==> src/rtl/mosby_decoder_pkg.sv <==
// Shared constants, opcode encodings and the control-word type for the
// 6502 micro-step decoder.
package mosby_decoder_pkg;

  localparam logic [3:0] ALU_ADD  = 4'd0;
  localparam logic [3:0] ALU_ADC  = 4'd1;
  localparam logic [3:0] ALU_SBC  = 4'd2;
  localparam logic [3:0] ALU_AND  = 4'd3;
  localparam logic [3:0] ALU_EOR  = 4'd4;
  localparam logic [3:0] ALU_ORA  = 4'd5;
  localparam logic [3:0] ALU_ASL  = 4'd6;
  localparam logic [3:0] ALU_LSR  = 4'd7;
  localparam logic [3:0] ALU_ROL  = 4'd8;
  localparam logic [3:0] ALU_ROR  = 4'd9;
  localparam logic [3:0] ALU_INC  = 4'd10;
  localparam logic [3:0] ALU_PASS = 4'd11;

  localparam logic [1:0] OPM_X   = 2'd0;
  localparam logic [1:0] OPM_Y   = 2'd1;
  localparam logic [1:0] OPM_SP  = 2'd2;
  localparam logic [1:0] OPM_IMM = 2'd3;

  localparam logic [7:0] OP_NOP = 8'hEA;
  localparam logic [7:0] OP_ADC = 8'h69;
  localparam logic [7:0] OP_SBC = 8'hE9;
  localparam logic [7:0] OP_AND = 8'h29;
  localparam logic [7:0] OP_EOR = 8'h49;
  localparam logic [7:0] OP_ORA = 8'h09;
  localparam logic [7:0] OP_LDA = 8'hA9;
  localparam logic [7:0] OP_TAX = 8'hAA;
  localparam logic [7:0] OP_TAY = 8'hA8;
  localparam logic [7:0] OP_JMP = 8'h4C;

  typedef struct packed {
    logic       w_rd;
    logic       pc_data;
    logic       increment;
    logic       lower_byte;
    logic       x_con;
    logic       y_con;
    logic       accumulator_con;
    logic       status_con;
    logic       stack_pointer_con;
    logic       branch_uncon;
    logic       branch_con;
    logic [3:0] alu_op;
    logic [2:0] branch_op;
    logic [1:0] operand_mux_con;
  } ctrl_t;

  localparam ctrl_t CTRL_NOP = '{
    w_rd: 1'b0, pc_data: 1'b1, increment: 1'b1, lower_byte: 1'b0,
    x_con: 1'b0, y_con: 1'b0, accumulator_con: 1'b0, status_con: 1'b0,
    stack_pointer_con: 1'b0, branch_uncon: 1'b0, branch_con: 1'b0,
    alu_op: ALU_PASS, branch_op: 3'd0, operand_mux_con: OPM_X
  };

  function automatic logic is_legal(input logic [7:0] op);
    case (op)
      OP_NOP, OP_ADC, OP_SBC, OP_AND, OP_EOR, OP_ORA, OP_LDA,
      OP_TAX, OP_TAY, OP_JMP: is_legal = 1'b1;
      default:                is_legal = 1'b0;
    endcase
  endfunction

endpackage

==> src/rtl/microcode_rom.sv <==
// Combinational opcode/step table: control word, last-step and legal flags.
module microcode_rom
  import mosby_decoder_pkg::*;
#(
  parameter int IR_W   = 8,
  parameter int STEP_W = 3
) (
  input  logic [IR_W-1:0]   i_opcode,
  input  logic [STEP_W-1:0] i_step,
  output ctrl_t             o_ctrl,
  output logic              o_last,
  output logic              o_legal
);

  always_comb begin
    o_ctrl  = CTRL_NOP;
    o_last  = 1'b1;
    o_legal = 1'b1;
    case (i_opcode)
      OP_NOP: ;
      OP_ADC, OP_SBC, OP_AND, OP_EOR, OP_ORA, OP_LDA: begin
        if (i_step == '0) begin
          o_last                 = 1'b0;
          o_ctrl.accumulator_con = 1'b1;
          o_ctrl.status_con      = 1'b1;
          o_ctrl.operand_mux_con = OPM_IMM;
          case (i_opcode)
            OP_ADC:  o_ctrl.alu_op = ALU_ADC;
            OP_SBC:  o_ctrl.alu_op = ALU_SBC;
            OP_AND:  o_ctrl.alu_op = ALU_AND;
            OP_EOR:  o_ctrl.alu_op = ALU_EOR;
            OP_ORA:  o_ctrl.alu_op = ALU_ORA;
            default: o_ctrl.alu_op = ALU_PASS;
          endcase
        end
      end
      OP_TAX, OP_TAY: begin
        if (i_step == '0) begin
          o_last            = 1'b0;
          o_ctrl.x_con      = (i_opcode == OP_TAX);
          o_ctrl.y_con      = (i_opcode == OP_TAY);
          o_ctrl.status_con = 1'b1;
          o_ctrl.increment  = 1'b0;
        end
      end
      OP_JMP: begin
        // step 0 fetches the low byte, step 1 the high byte, step 2 jumps
        if (i_step == '0) begin
          o_last = 1'b0;
        end else if (i_step == STEP_W'(1)) begin
          o_last            = 1'b0;
          o_ctrl.lower_byte = 1'b1;
        end else if (i_step == STEP_W'(2)) begin
          o_ctrl.branch_uncon = 1'b1;
          o_ctrl.increment    = 1'b0;
        end
      end
      default: o_legal = 1'b0;
    endcase
  end

endmodule

==> src/rtl/microcode_sequencer.sv <==
// Instruction register, micro-step counter, fetch handshake and stall/normal
// gating around the microcode ROM.
module microcode_sequencer
  import mosby_decoder_pkg::*;
#(
  parameter int              IR_W       = 8,
  parameter int              STEP_W     = 3,
  parameter logic [IR_W-1:0] NOP_OPCODE = 8'hEA
) (
  input  logic              clk_2,
  input  logic              rst,
  input  logic              i_normal,
  input  logic              i_flush,
  input  logic              i_stall,
  input  logic              i_instr_valid,
  input  logic [IR_W-1:0]   i_instruction,
  output logic              o_instr_ready,
  output logic              o_busy,
  output logic [STEP_W-1:0] o_step,
  output logic              o_illegal,
  output logic              o_w_rd,
  output logic              o_pc_data,
  output logic              o_increment,
  output logic              o_lower_byte,
  output logic              o_x_con,
  output logic              o_y_con,
  output logic              o_accumulator_con,
  output logic              o_status_con,
  output logic              o_stack_pointer_con,
  output logic              o_branch_uncon,
  output logic              o_branch_con,
  output logic [3:0]        o_alu_op,
  output logic [2:0]        o_branch_op,
  output logic [1:0]        o_operand_mux_con
);

  logic [IR_W-1:0]   r_ir;
  logic [STEP_W-1:0] r_step;
  logic              r_illegal;
  ctrl_t             w_rom_ctrl;
  ctrl_t             w_ctrl;
  logic              w_last;
  logic              w_legal;

  microcode_rom #(.IR_W(IR_W), .STEP_W(STEP_W)) u_rom (
    .i_opcode (r_ir),
    .i_step   (r_step),
    .o_ctrl   (w_rom_ctrl),
    .o_last   (w_last),
    .o_legal  (w_legal)
  );

  always_ff @(posedge clk_2 or posedge rst) begin
    if (rst) begin
      r_ir      <= NOP_OPCODE;
      r_step    <= '0;
      r_illegal <= 1'b0;
    end else begin
      r_illegal <= 1'b0;
      if (i_flush || !i_normal) begin
        r_ir   <= NOP_OPCODE;
        r_step <= '0;
      end else if (i_stall) begin
        r_ir   <= r_ir;
        r_step <= r_step;
      end else if (w_last) begin
        r_step <= '0;
        if (i_instr_valid) begin
          r_ir      <= i_instruction;
          r_illegal <= !is_legal(i_instruction);
        end else begin
          r_ir <= NOP_OPCODE;
        end
      end else begin
        r_step <= r_step + STEP_W'(1);
      end
    end
  end

  // stall freezes side effects only; ALU/mux selects keep their decode
  always_comb begin
    w_ctrl = w_rom_ctrl;
    if (!i_normal) begin
      w_ctrl = CTRL_NOP;
    end else if (i_stall) begin
      w_ctrl.x_con             = 1'b0;
      w_ctrl.y_con             = 1'b0;
      w_ctrl.accumulator_con   = 1'b0;
      w_ctrl.status_con        = 1'b0;
      w_ctrl.stack_pointer_con = 1'b0;
      w_ctrl.lower_byte        = 1'b0;
      w_ctrl.branch_uncon      = 1'b0;
      w_ctrl.branch_con        = 1'b0;
      w_ctrl.increment         = 1'b0;
    end
  end

  assign o_instr_ready       = w_last;
  assign o_busy              = (r_step != '0);
  assign o_step              = r_step;
  assign o_illegal           = r_illegal;
  assign o_w_rd              = w_ctrl.w_rd;
  assign o_pc_data           = w_ctrl.pc_data;
  assign o_increment         = w_ctrl.increment;
  assign o_lower_byte        = w_ctrl.lower_byte;
  assign o_x_con             = w_ctrl.x_con;
  assign o_y_con             = w_ctrl.y_con;
  assign o_accumulator_con   = w_ctrl.accumulator_con;
  assign o_status_con        = w_ctrl.status_con;
  assign o_stack_pointer_con = w_ctrl.stack_pointer_con;
  assign o_branch_uncon      = w_ctrl.branch_uncon;
  assign o_branch_con        = w_ctrl.branch_con;
  assign o_alu_op            = w_ctrl.alu_op;
  assign o_branch_op         = w_ctrl.branch_op;
  assign o_operand_mux_con   = w_ctrl.operand_mux_con;

  logic w_unused;
  assign w_unused = w_legal;

endmodule
==> config.mk <==
export PLATFORM = sky130hd
export DESIGN_NAME = microcode_sequencer
export DESIGN_NICKNAME = d
export VERILOG_FILES = /design/src/rtl/mosby_decoder_pkg.sv /design/src/rtl/microcode_rom.sv /design/src/rtl/microcode_sequencer.sv
export SDC_FILE = /design/constraint.sdc
export NUM_CORES = 1
export LEC_CHECK = 0
export CELL_PAD_IN_SITES_DETAIL_PLACEMENT = 0
export CELL_PAD_IN_SITES_GLOBAL_PLACEMENT = 2
export CORE_ASPECT_RATIO = 1.75
export CORE_MARGIN = 2
export CORE_UTILIZATION = 24
export DETAILED_ROUTE_END_ITERATION = 10
export PLACE_DENSITY_LB_ADDON = 0.1
export SLEW_MARGIN = 10
export SYNTH_ARGS = -nofsm -noshare
export SYNTH_HDL_FRONTEND = slang
export SYNTH_SLANG_ARGS = --single-unit
export TNS_END_PERCENT = 5
==> constraint.sdc <==
create_clock -name clk_2 -period 2.85 [get_ports clk_2]
set_input_delay 0.57 -clock clk_2 [delete_from_list [all_inputs] [get_ports clk_2]]
set_output_delay 0.57 -clock clk_2 [all_outputs]
set_load 0.02 [all_outputs]
==> results <==
-- routing by layer --
| layer | track usage | up-vias | share of wire |
|---|---|---|---|
| li1 | - | 518 | - |
| met1 | 0.1270 | 475 | 0.36 |
| met2 | 0.2430 | 29 | 0.58 |
| met3 | 0.009772 | 4 | 0.039 |
| met4 | 0.05000 | 0 | 0.014 |
| met5 | 0 | - | 0 |
-- stage by stage --
stage | hold WS [ps] | TNS, ps | instances
final | 608.7 | 0 | 227
after global placement | 564.0 | -62.63 | 223
after floorplan | 431.1 | 0 | 131
after detailed placement | 586.8 | -99.85 | 223
after CTS | 607.4 | -35.68 | 227
after global routing | 652.9 | -110.6 | 227
-- tightest hold or removal path, cell delays in order, from the launching register on --
cell	delay [ps]
dfrtp_1	420
nand3_1	90
o21ai_1	50
-- sequential cells by signal (all words and copies together), names as in the netlist --
name	count
o_illegal	1
r_ir	8
o_step	3
-- cell type report --
class	count	area, um2	share of cell area
sequential	12	306.5	0.1948
multi-input combinational	102	660.6	0.4197
clock buffer	4	55.05	0.03498
timing repair buffer	54	473.0	0.3005
tap	51	63.81	0.04054
inverter	4	15.01	0.009539
-- path summary, 6_finish.rpt --
path	from	end	slack, ps
max	r_ir[3]	o_alu_op[0]	10
max in group asynchronous	rst	r_ir[6]	1860
min reg2reg	o_step[2]	o_step[2]	610
max reg2reg	r_ir[3]	r_ir[5]	390
min	o_step[2]	o_step[2]	610
min in group asynchronous	rst	o_illegal	640
-- power by group through the flow --
stage / clock (uW) / sequential, uW / combinational [uW]
final: 185 / 177 / 82.1
after global routing: 194 / 177 / 89.6
after CTS: 191 / 177 / 83.5
after detailed placement: 0 / 180 / 83.9
after global placement: 0 / 180 / 83.4
after floorplan: 0 / 180 / 52.1
-- cells by family after synthesis --
logic type                 after synthesis  share of synthesized area
adders and majority gates                4                    0.04734
DFF                                     12                     0.2899
AOI/OAI and AO/OA                       12                    0.08403
other                                    2                   0.007103
buffers and inverters                   17                     0.1030
muxes                                    9                    0.08639
and+or+nand+nor                         70                     0.3823
-- layout by cell type, fill, tap and decap left out, drive strengths merged, types with 6 or more instances in the layout --
master	netlist	layout
dfrtp	7	7
clkbuf	2	6
nor2	17	17
mux2i	8	8
nand2	11	11
nand3	6	6
nor2b	7	7
clkdlybuf4s50	0	18
dlygate4sd2	0	8
buf	11	22
conb	2	7
==> impl_metrics.tcl <==
set metrics [dict create \
    via_count 1026 \
    worstPathCellList "or3b_4, nor2_1, nand3_1, or4b_1, dlygate4sd2_1" \
    drc 0 \
    combPwrFrac 0.185 \
    htree_levels 1 \
    synth_cells 126 \
    fmax_ghz 0.3527 \
    wl_per_cell_um 12.78 \
    crit_cells 5 \
    ant_nets 0 \
    finalCritPeriodShare 0.9948 \
    dieArea_mm2 0.004973 \
    first_global_vias 1015 \
    cp_top_family "simple AND/OR/NAND/NOR gates" \
    core-area_mm2 0.004324 \
    post-route-util 0.3640 \
    critPathMaxFanout 4 \
    grt_pass1_wl_mm 4.616 \
    end_kind "output port" \
    portBuffers 32 \
    vias_per_cell 4.520 \
    sw_frac_of_total 0.2430 \
    max_stage_delay_ps 520 \
    setup_violations 0 \
    design_area_mm2 0.001574 \
    fillers 478 \
    power.density_mw_per_mm2 281.8 \
    initial_core_util 0.2445 \
    ctsResizeCount 12 \
    p_int_uw 335.8 \
    gr-total-overflow 0 \
    synth.avg_cell_area_um2 8.391 \
    drt_iter0_markers 18 \
    drive_gt1_frac 0.2443 \
    grt_max_degree 13 \
    finalHoldViolations 0 \
    num_rows 32 \
    power_frac_seq 0.399 \
    ys_seq_area_frac 0.2899 \
    antenna-diode-count 0 \
    vdd_drop_max_uv 181.5 \
    synthFlopType "dfrtp_1" \
    start_kind "flop" \
    dpl_cell_area_mm2 0.001531 \
    pin_count 40 \
    hold_class "reg -> reg" \
    clkSinkCount 12 \
    yosysWarnings 0 \
    relSlewSlack 0.6374 \
    synth_common_cells "nor2_1 (17), nand2_1 (11), buf_4 (10), mux2i_1 (8)" \
    clk_path_buf_depth 2 \
    yosys.cell_types.count 39 \
    power.switching_uw 107.8 \
    dp.final_hpwl_mm 2.496 \
    yosysTopAreaCell "dfrtp_1" \
    drt_first_pass_iters 4 \
    grt_util_all_layers 0.1260 \
    rsz0062_at_grt "yes" \
    period_needed_ps 2835 \
    synth_top_area_frac 0.1657 \
    synth_most_common_cell "nor2_1" \
    antenna_found_initial 0 \
    worstSkewPairLatency_ps 240 \
    place_ws_ps -56.41 \
    postCtsSetupBuffers 0 \
    max_slew.worst_pin.slew_ps 543.9 \
    fp.dieH_um 91.80 \
    crit_buf_inv 1 \
    synthArstFlopShare 1.000 \
    synth-edff-count 0 \
    cts.reportedPaths.clkPinSlew_ps 50 \
    numCtsBuffers 3 \
    gp_congestion 0.6788 \
    routed_wl_mm 2.900 \
    ys_ff_latch 12 \
    synth_area_leaders "dfrtp_1 (17%), dfstp_2 (12%), mux2i_1 (7.6%)" \
    p_leak_uw 0.0007269 \
    arrival_ps 2270 \
    maxCapViolCount 0 \
    num-nets-final 195 \
    slowest_stage "dfstp_2" \
    die_width_um 54.17 \
    crit_type "reg -> out" \
    holdPathStages 2 \
    power_frac_clock 0.416 \
    synthesis.area_mm2 0.001057 \
    required_ps 2280 \
    syn2layout_area_growth_pct 48.88 \
    finalPower_uw 443.6 \
    cts_tree "done" \
    outcome "complete, no violations" \
    hold_buffers 0 \
    r2r_cells 8 \
    finClkSkew_ps 4.917 \
    final_max_slew_viol_count 0 \
    cts-root-buf "clkbuf_8" \
    fin_ws_ps 14.87 \
]
Power figures use the tool's default switching activity.
==> patch, RTL diff (same settings) <==
`STEP_W` is set to 3 in 2 places; all go to 5.
--- a/src/rtl/microcode_rom.sv
+++ b/src/rtl/microcode_rom.sv
@@ -4,5 +4,5 @@
 #(
   parameter int IR_W   = 8,
-  parameter int STEP_W = 3
+  parameter int STEP_W = 5
 ) (
   input  logic [IR_W-1:0]   i_opcode,
--- a/src/rtl/microcode_sequencer.sv
+++ b/src/rtl/microcode_sequencer.sv
@@ -5,5 +5,5 @@
 #(
   parameter int              IR_W       = 8,
-  parameter int              STEP_W     = 3,
+  parameter int              STEP_W     = 5,
   parameter logic [IR_W-1:0] NOP_OPCODE = 8'hEA
 ) (
Interface: changed (resized o_step); port bits go from 40 to 42. The function was not compared with the original's and may differ.
==> patch against the unedited design <==
- sequential cell count rose by 2
- largest power group is now registers
- worst setup slack improved by 0.00072 ns
- fmax barely moved
- synthesized cell count rose by 1.6%
- power rose by 7.2%
- cell count rose by 0.88%
- largest cell class unchanged
- count of clock-buffer cells in the layout did not move
- routed wire length fell by 1.4%
- area after synthesis rose by 3.7%
- clock skew barely moved
- design area rose by 1.7%
- non-clock buffer count fell by 1
==> patch: results (changes against the unedited design) <==
{| class="wikitable"
! Metric !! Value
|-
| Delay of the slowest cell on the worst path || 0.64 ns (+0.12 ns)
|-
| Via count || 1031 (+0.49%)
|-
| Worst hold stages || 1 (-1)
|-
| Relative slew slack || 65.6% (+1.8 points)
|-
| Detailed-route wire length || 2860 microns (-1.4%)
|-
| Count of filler cells inserted in the layout || 485 (+1.5%)
|-
| Post-placement setup slack || -0.119 ns (-0.0630 ns)
|-
| Final standard cell area without fillers || 0.00160 sq mm (+1.7%)
|-
| Critical-path cell with the highest stage delay || or4b_2
|-
| Total leakage power || 0.735 nW (+1.1%)
|-
| Dpl hpwl || 2410 microns (-3.4%)
|-
| RD Place Congestion || 0.706 (+4.0%)
|-
| Quantity of I/O buffers inserted on ports || 34 (+6.3%)
|-
| Avg Inst Size Synth || 8.56 sq um (+2.0%)
|-
| Sequential-to-total area share from yosys stat || 32.5% (+3.5 points)
|-
| Placed insts || 224 (+0.45%)
|-
| Total GRT Usage || 12.1% (-0.53 points)
|-
| Number of global-route vias before repair || 1043 (+2.8%)
|-
| Number of different library cells in the post-synthesis netlist || 43 (+10%)
|-
| Int Power || 0.000363 W (+8.2%)
|-
| Maximum number of pins on one net before global-route repair || 15 (+2)
|-
| Instance area at placement || 0.00157 sq mm (+2.5%)
|-
| 1st-pass router iterations || 3 (-1)
|-
| Dominant cells by area after synthesis || dfrtp_1 (21%), dfstp_2 (12%), mux2i_1 (7.3%)
|-
| First-iteration detailed-routing DRC count || 4 (-14)
|-
| Buffer depth of the longest clock path || 2 (unchanged)
|-
| Number of levels the H-tree was split into || 1 (unchanged)
|-
| Num CTS Buffers || 3 (unchanged)
|-
| Share of the synthesized area in compound gates (AO/OA/AOI/OAI) || 8.22% (-0.18 points)
|-
| Portion of netlist area occupied by mux cells || 8.33% (-0.31 points)
|-
| Post-synth top cells || nor2_1 (17), nand2_1 (12), dfrtp_1 (9)
|-
| Share of cells above drive strength 1 || 25.8% (+1.4 points)
|-
| Post-Layout Cell Count || 229 (+0.88%)
|-
| Clock transition at the register clock pins on the worst setup and hold paths after CTS || about 0.060 ns
|-
| Status || finished, final reports clean
|-
| Adder and majority gate portion of the synthesized area || 4.57% (-0.17 points)
|-
| Final #Nets || 197 (+1.0%)
|-
| Fin Clk Skew || 0.00465 ns (-0.000270 ns)
|-
| Worst path arrival time || about 2.3 ns
|}
[patch: changes by cell type in the layout (fill, tap and decap cells not counted), sizes merged, moves of 2 or more]
cell           before  now
nor3b               3    0
nor2b               7    1
and2b               0    2
and3                2    4
nor3                4    6
or2b                0    2
dfrtp               7    9
dlymetal6s2s        3    0
nor4                0    2
clkdlybuf4s50      18   20
[patch: worst paths after layout]
check	end	from	slack, ns
setup / recovery	o_alu_op[0]	r_ir[3]$_DFFE_PP1P_	0.02
hold / removal	o_step[3]$_DFFE_PP0P_	o_step[3]$_DFFE_PP0P_	0.55
setup reg to reg	r_ir[7]$_DFFE_PP1P_	r_ir[3]$_DFFE_PP1P_	0.63
hold reg to reg	o_step[3]$_DFFE_PP0P_	o_step[3]$_DFFE_PP0P_	0.55
max in group asynchronous	r_ir[5]$_DFFE_PP1P_	rst	1.82
min in group asynchronous	o_step[4]$_DFFE_PP0P_	rst	0.66
[patch: per-stage QoR]
step,util [%],total power [W]
floorplan,-,0.000260
global placement,35.7,0.000290
detailed placement,35.7,0.000291
CTS,36.5,0.000485
global route,36.3,0.000503
finish,36.3,0.000475
[patch: power by group through the flow]
| stage | combinational [W] | clock [W] | sequential [W] |
|---|---|---|---|
| floorplan | 0.0000514 | 0 | 0.000209 |
| global placement | 0.0000814 | 0 | 0.000209 |
| detailed placement | 0.0000818 | 0 | 0.000209 |
| CTS | 0.0000816 | 0.000197 | 0.000206 |
| global route | 0.0000880 | 0.000209 | 0.000206 |
| finish | 0.0000802 | 0.000189 | 0.000206 |
[patch: cell type report]
type / count / area share (%)
inverters: 4 / 0.938
clock buffers: 4 / 3.44
flip-flops and latches: 14 / 22.3
repair buffers: 53 / 28.1
multi-input cells: 103 / 41.2
well taps: 51 / 3.99
[patch: worst max-delay path: cells and delay by family (launching register included)]
kind,cells,cell delay (ns)
buffers and inverters,1,0.18
DFF,1,0.52
and+or+nand+nor,4,1.32
[patch: what timing repair did]
action	4_1_cts	5_1_grt
cloned	0	0
buffers inserted	0	1
setup endpoints to repair	14	5
pin swaps	0	1
gates resized for setup	22	10
[patch: logic make-up (layout without fill, tap and decap cells)]
| family | count (synthesis) | count (layout) |
|---|---|---|
| other | 2 | 7 |
| AO/OA/AOI/OAI | 13 | 13 |
| flip-flops | 14 | 14 |
| adder cells (fa/ha/maj) | 4 | 4 |
| multiplexers | 9 | 9 |
| AND/OR/NAND/NOR | 70 | 70 |
| buffers and inverters | 16 | 61 |
[patch: metal layers]
| layer | track usage, % | part of all wire [%] | vias to the layer above |
|---|---|---|---|
| li1 | - | - | 527 |
| met1 | 14.2 | 39 | 474 |
| met2 | 21.4 | 56 | 26 |
| met3 | 1.76 | 5.0 | 4 |
| met4 | 3.66 | 0.94 | 0 |
| met5 | 0 | 0 | - |
